File: src/rtl/switch_debounce_pkg.sv
// Shared defaults and counter sizing for the switch debouncer.
package switch_debounce_pkg;

  localparam int WIDTH_DEF   = 2;
  localparam int CNT_MAX_DEF = 1000000;

  // Counter must hold 0..CNT_MAX.
  function automatic int cnt_w(input int cnt_max);
    return $clog2(cnt_max + 1);
  endfunction

endpackage

File: src/rtl/debounce_chan.sv
// One debounce channel: 2-flop synchronizer, stability counter, edge pulses.
module debounce_chan
  import switch_debounce_pkg::*;
#(
  parameter int CNT_MAX = CNT_MAX_DEF,
  parameter int CW      = cnt_w(CNT_MAX)
) (
  input  logic clk,
  input  logic reset,
  input  logic sw_in,
  output logic sw_out,
  output logic rise,
  output logic fall
);

  localparam logic [CW-1:0] LAST = CW'(CNT_MAX - 1);

  logic          s1, s2;
  logic [CW-1:0] cnt;

  always_ff @(posedge clk) begin
    if (reset) begin
      s1     <= 1'b0;
      s2     <= 1'b0;
      cnt    <= '0;
      sw_out <= 1'b0;
      rise   <= 1'b0;
      fall   <= 1'b0;
    end else begin
      s1   <= sw_in;
      s2   <= s1;
      rise <= 1'b0;
      fall <= 1'b0;
      // Any sample agreeing with the output restarts the stability window.
      if (s2 == sw_out) begin
        cnt <= '0;
      end else if (cnt == LAST) begin
        sw_out <= s2;
        cnt    <= '0;
        rise   <= s2;
        fall   <= ~s2;
      end else begin
        cnt <= cnt + CW'(1);
      end
    end
  end

endmodule

File: src/rtl/switch_debounce.sv
// Multi-channel switch debouncer: WIDTH independent debounce_chan instances.
module switch_debounce
  import switch_debounce_pkg::*;
#(
  parameter int WIDTH   = WIDTH_DEF,
  parameter int CNT_MAX = CNT_MAX_DEF
) (
  input  logic             clk,
  input  logic             reset,
  input  logic [WIDTH-1:0] sw_in,
  output logic [WIDTH-1:0] sw_out,
  output logic [WIDTH-1:0] rise,
  output logic [WIDTH-1:0] fall
);

  for (genvar g = 0; g < WIDTH; g++) begin : g_chan
    debounce_chan #(.CNT_MAX(CNT_MAX)) u_chan (
      .clk   (clk),
      .reset (reset),
      .sw_in (sw_in[g]),
      .sw_out(sw_out[g]),
      .rise  (rise[g]),
      .fall  (fall[g])
    );
  end

endmodule

File: config.mk
export PLATFORM = sky130hd
export DESIGN_NAME = switch_debounce
export DESIGN_NICKNAME = d
export VERILOG_FILES = /design/src/rtl/switch_debounce_pkg.sv /design/src/rtl/debounce_chan.sv /design/src/rtl/switch_debounce.sv
export SDC_FILE = /design/constraint.sdc
export NUM_CORES = 1
export LEC_CHECK = 0
export BUFFER_PORTS_ARGS = -buffer_cell sky130_fd_sc_hd__buf_2
export CORE_AREA = 2 2 64 66
export CTS_CLUSTER_DIAMETER = 120
export DETAILED_ROUTE_END_ITERATION = 12
export DIE_AREA = 0 0 66 68
export GPL_TIMING_DRIVEN = 0
export PLACE_DENSITY = 0.86
export SLEW_MARGIN = 25
export SYNTH_ARGS = -nofsm -noshare
export SYNTH_HDL_FRONTEND = slang
export SYNTH_SLANG_ARGS = --single-unit
File: constraint.sdc
create_clock -name clk -period 2.4 [get_ports clk]
set_input_delay 0.48 -clock clk [delete_from_list [all_inputs] [get_ports clk]]
set_output_delay 0.48 -clock clk [all_outputs]
set_load 0.01 [all_outputs]
==> results.sh <==
export IMPL_die_x_um=66
export IMPL_insertion_delay_ps=320
export IMPL_grt_util_all_layers_pct=19.5
export IMPL_hold_depth=2
export IMPL_syn_inst=251
export IMPL_end_kind="flip-flop"
export IMPL_yosysTopAreaCellShare_pct=45.2
export IMPL_start_kind="flip-flop"
export IMPL_final_cell_mix="50 x dfxtp_1, 32 x nor2_1, 18 x nand3_1, 15 x a21oi_1, 13 x xor2_1"
export IMPL_rsz0062_at_grt="no"
export IMPL_pin_count=10
export IMPL_worst_pin_slew_ps=483
export IMPL_status="finished clean"
export IMPL_cts_path_max_buffers=2
export IMPL_drv_slew=0
export IMPL_synth_seq_cells=50
export IMPL_p_leak_nw=0.790
export IMPL_drc=0
export IMPL_first_iter_violations=102
export IMPL_vias_per_cell=5.56
export IMPL_r2r_end="g_chan[0].u_chan.cnt[11]"
export IMPL_numCtsBuffers=5
export IMPL_synthToLayoutAreaGrowth_pct=11.3
export IMPL_worstSetupPathType="flip-flop to flip-flop"
export IMPL_die_h_um=68
export IMPL_reg2reg_slack_ps=280
export IMPL_setup_viol=0
export IMPL_core_rowCount=23
export IMPL_placed_area_mm2=0.00232
export IMPL_crit_chain="ha_1 -> and4_1 -> nand2_1 -> o31ai_4 -> clkbuf_2 -> nor2_1"
export IMPL_powerDensity_mw_per_mm2=633
export IMPL_r2r_cells=6
export IMPL_r2r_start="g_chan[0].u_chan.cnt[0]"
export IMPL_grt_ovfl_total=0
export IMPL_finalHoldViolations=0
export IMPL_postCtsSetupBuffers=0
export IMPL_wl_per_cell_um=12.7
export IMPL_synth_area_top_cells="dfxtp_1 45%, nor2_1 5.4%, xor2_1 5.1%"
export IMPL_crit_required_ps=2610
export IMPL_clock_sinks=50
export IMPL_worstPathMaxFanout=10
export IMPL_gp_congestion=0.823
export IMPL_clk_pin_slew_worst_paths_ps=90
export IMPL_min_period_ps=2120
export IMPL_cp_data_arrival_time_ps=2330
export IMPL_drt_total_wl_mm=4.02
export IMPL_layout_drive_gt1_share_pct=13.1
export IMPL_antenna_found_initial=0
export IMPL_min_period_over_period_pct=88.5
export IMPL_maxSlewHeadroom_pct=67.8
export IMPL_hold_class="input port to flip-flop"
export IMPL_synth_distinct_cells=35
export IMPL_routed_via_count=1761
export IMPL_die_area_mm2=0.00449
export IMPL_maxCapViolCount=0
export IMPL_post_layout_nonfiller_instances=317
export IMPL_whs_endpoint="g_chan[0].u_chan.s1"
export IMPL_grt_pass1_wl_mm=6.55
export IMPL_ir_worst_vdd_mv=0.569
export IMPL_clock_skew_final_ps=8.20
export IMPL_ctsHoldBuffers=0
export IMPL_nFillCells=325
export IMPL_grt_pass1_vias=1526
export IMPL_grt_max_degree=17
export IMPL_initial_core_util_pct=57.5
export IMPL_min_from="sw_in[0]"
export IMPL_yosysWarnings=0
export IMPL_clockRootBuffer="clkbuf_8"
export IMPL_ys_seq_area_share_pct=45.2
export IMPL_stdcell_area_mm2=0.00247
export IMPL_layout_commonest_cell="dfxtp_1"
export IMPL_core_area_mm2=0.00386
export IMPL_synth_top_area_cell="dfxtp_1"
export IMPL_antenna_left=0
export IMPL_final_nets=272
export IMPL_io_buffers=8
export IMPL_cts_tree="built"
export IMPL_avgSynthCellArea_um2=8.83
export IMPL_fmax_mhz=471
export IMPL_cts_resized_gates=1
export IMPL_netlist_area_mm2=0.00222
export IMPL_hpwl_mm=2.80
export IMPL_firstDrtPassIters=4
export IMPL_syn_num_nets=257
export IMPL_place_inst=309
export IMPL_slowest_stage="o31ai_4"
export IMPL_n_antenna_cell=0
export IMPL_critPathMaxStageDelay_ps=500
export IMPL_final_core_util_pct=64.0
export IMPL_htreeDepth=2
how the worst max path moves through the flow:
stage / from / endpoint / depth (start not counted) / slack, ps
2_1_floorplan: g_chan[0].u_chan.cnt[0] / g_chan[0].u_chan.cnt[10] / 6 / 470
3_3_place_gp: g_chan[0].u_chan.cnt[0] / g_chan[0].u_chan.cnt[12] / 6 / 10
3_5_place_dp: g_chan[0].u_chan.cnt[0] / g_chan[0].u_chan.cnt[7] / 6 / -10
4_1_cts: g_chan[0].u_chan.cnt[0] / g_chan[0].u_chan.cnt[11] / 6 / 130
5_1_grt: g_chan[1].u_chan.cnt[0] / g_chan[1].u_chan.cnt[4] / 6 / 110
6_report: g_chan[0].u_chan.cnt[0] / g_chan[0].u_chan.cnt[11] / 6 / 280
area by class of cell:
| class | count | area [um^2] | share of cell area, % |
|---|---|---|---|
| Multi-Input combinational cell | 176 | 1100 | 44.4 |
| Tap cell | 50 | 62.6 | 2.54 |
| Sequential cell | 50 | 1000 | 40.6 |
| Clock buffer | 5 | 68.8 | 2.79 |
| Clock inverter | 3 | 68.8 | 2.79 |
| Inverter | 8 | 30.0 | 1.22 |
| Buffer | 17 | 98.8 | 4.01 |
| Timing Repair Buffer | 8 | 40.0 | 1.62 |
power breakdown:
group,switching [mW],total [mW],internal (mW),leakage (nW)
sequential,0.00290,0.836,0.833,0.404
clock,0.289,0.706,0.417,0.0683
combinational,0.0114,0.0177,0.00635,0.318
routing by layer:
layer / track usage, % / share of wire [%] / vias up
li1: - / - / 912
met1: 22.7 / 45 / 817
met2: 33.6 / 49 / 26
met3: 6.41 / 3.9 / 6
met4: 7.65 / 1.6 / 0
met5: 0 / 0 / -
critical path: cells and delay by family, from the launching register on:
family	cells	cell delay [ps]
AO/OA/AOI/OAI	1	500
adder cells (fa/ha/maj)	1	230
buffers and inverters	1	320
flip-flops	1	370
AND/OR/NAND/NOR	3	590
synth_stat cells:
cell,count
dfxtp_1,50
nor2_1,32
nand3_1,18
a21oi_1,15
xor2_1,13
xnor2_1,11
nand2_1,9
o21ai_0,9
inv_1,8
nand4_1,8
or3_1,8
clkbuf_1,7
o31ai_1,7
or4_1,7
buf_4,6
and3_1,5
nor4_1,5
and2_1,4
and4_1,4
nor2b_1,4
buf_2,3
nor3_1,3
ha_1,2
or4_4,2
a21oi_2,1
and3_2,1
buf_6,1
nand3_4,1
nand4bb_1,1
nor4bb_1,1
o21ai_1,1
o31ai_2,1
or3_2,1
or3b_1,1
or4_2,1
through the flow:
| step | setup WS (ps) | hold slack, ps | power (mW) | TNS [ps] |
|---|---|---|---|---|
| 5_1_grt | 113 | 405 | 1.60 | 0 |
| 6_report | 277 | 376 | 1.56 | 0 |
| 2_1_floorplan | 473 | 414 | 0.867 | 0 |
| 3_3_place_gp | 13.4 | 417 | 0.872 | 0 |
| 4_1_cts | 134 | 376 | 1.57 | 0 |
| 3_5_place_dp | -12.9 | 429 | 0.872 | -33.2 |
flip-flops by register name, summed over array words and instances, names as in the netlist:
signal and flops:
g_chan.u_chan.s1 2, g_chan.u_chan.s2 2, g_chan.u_chan.sw_out 2, g_chan.u_chan.cnt 40, g_chan.u_chan.rise 2, g_chan.u_chan.fall 2
logic make-up (layout without fill, tap and decap cells):
group,after synthesis,count (layout),share of synthesized area [%]
DFF,50,50,45.2
xor gates and xnor gates,24,24,9.49
adders and majority gates,2,2,1.13
and+or+nand+nor,116,116,29.5
buffers and inverters,25,41,5.76
AOI/OAI and AO/OA,34,34,8.98
(Power assumes the default switching activity.)
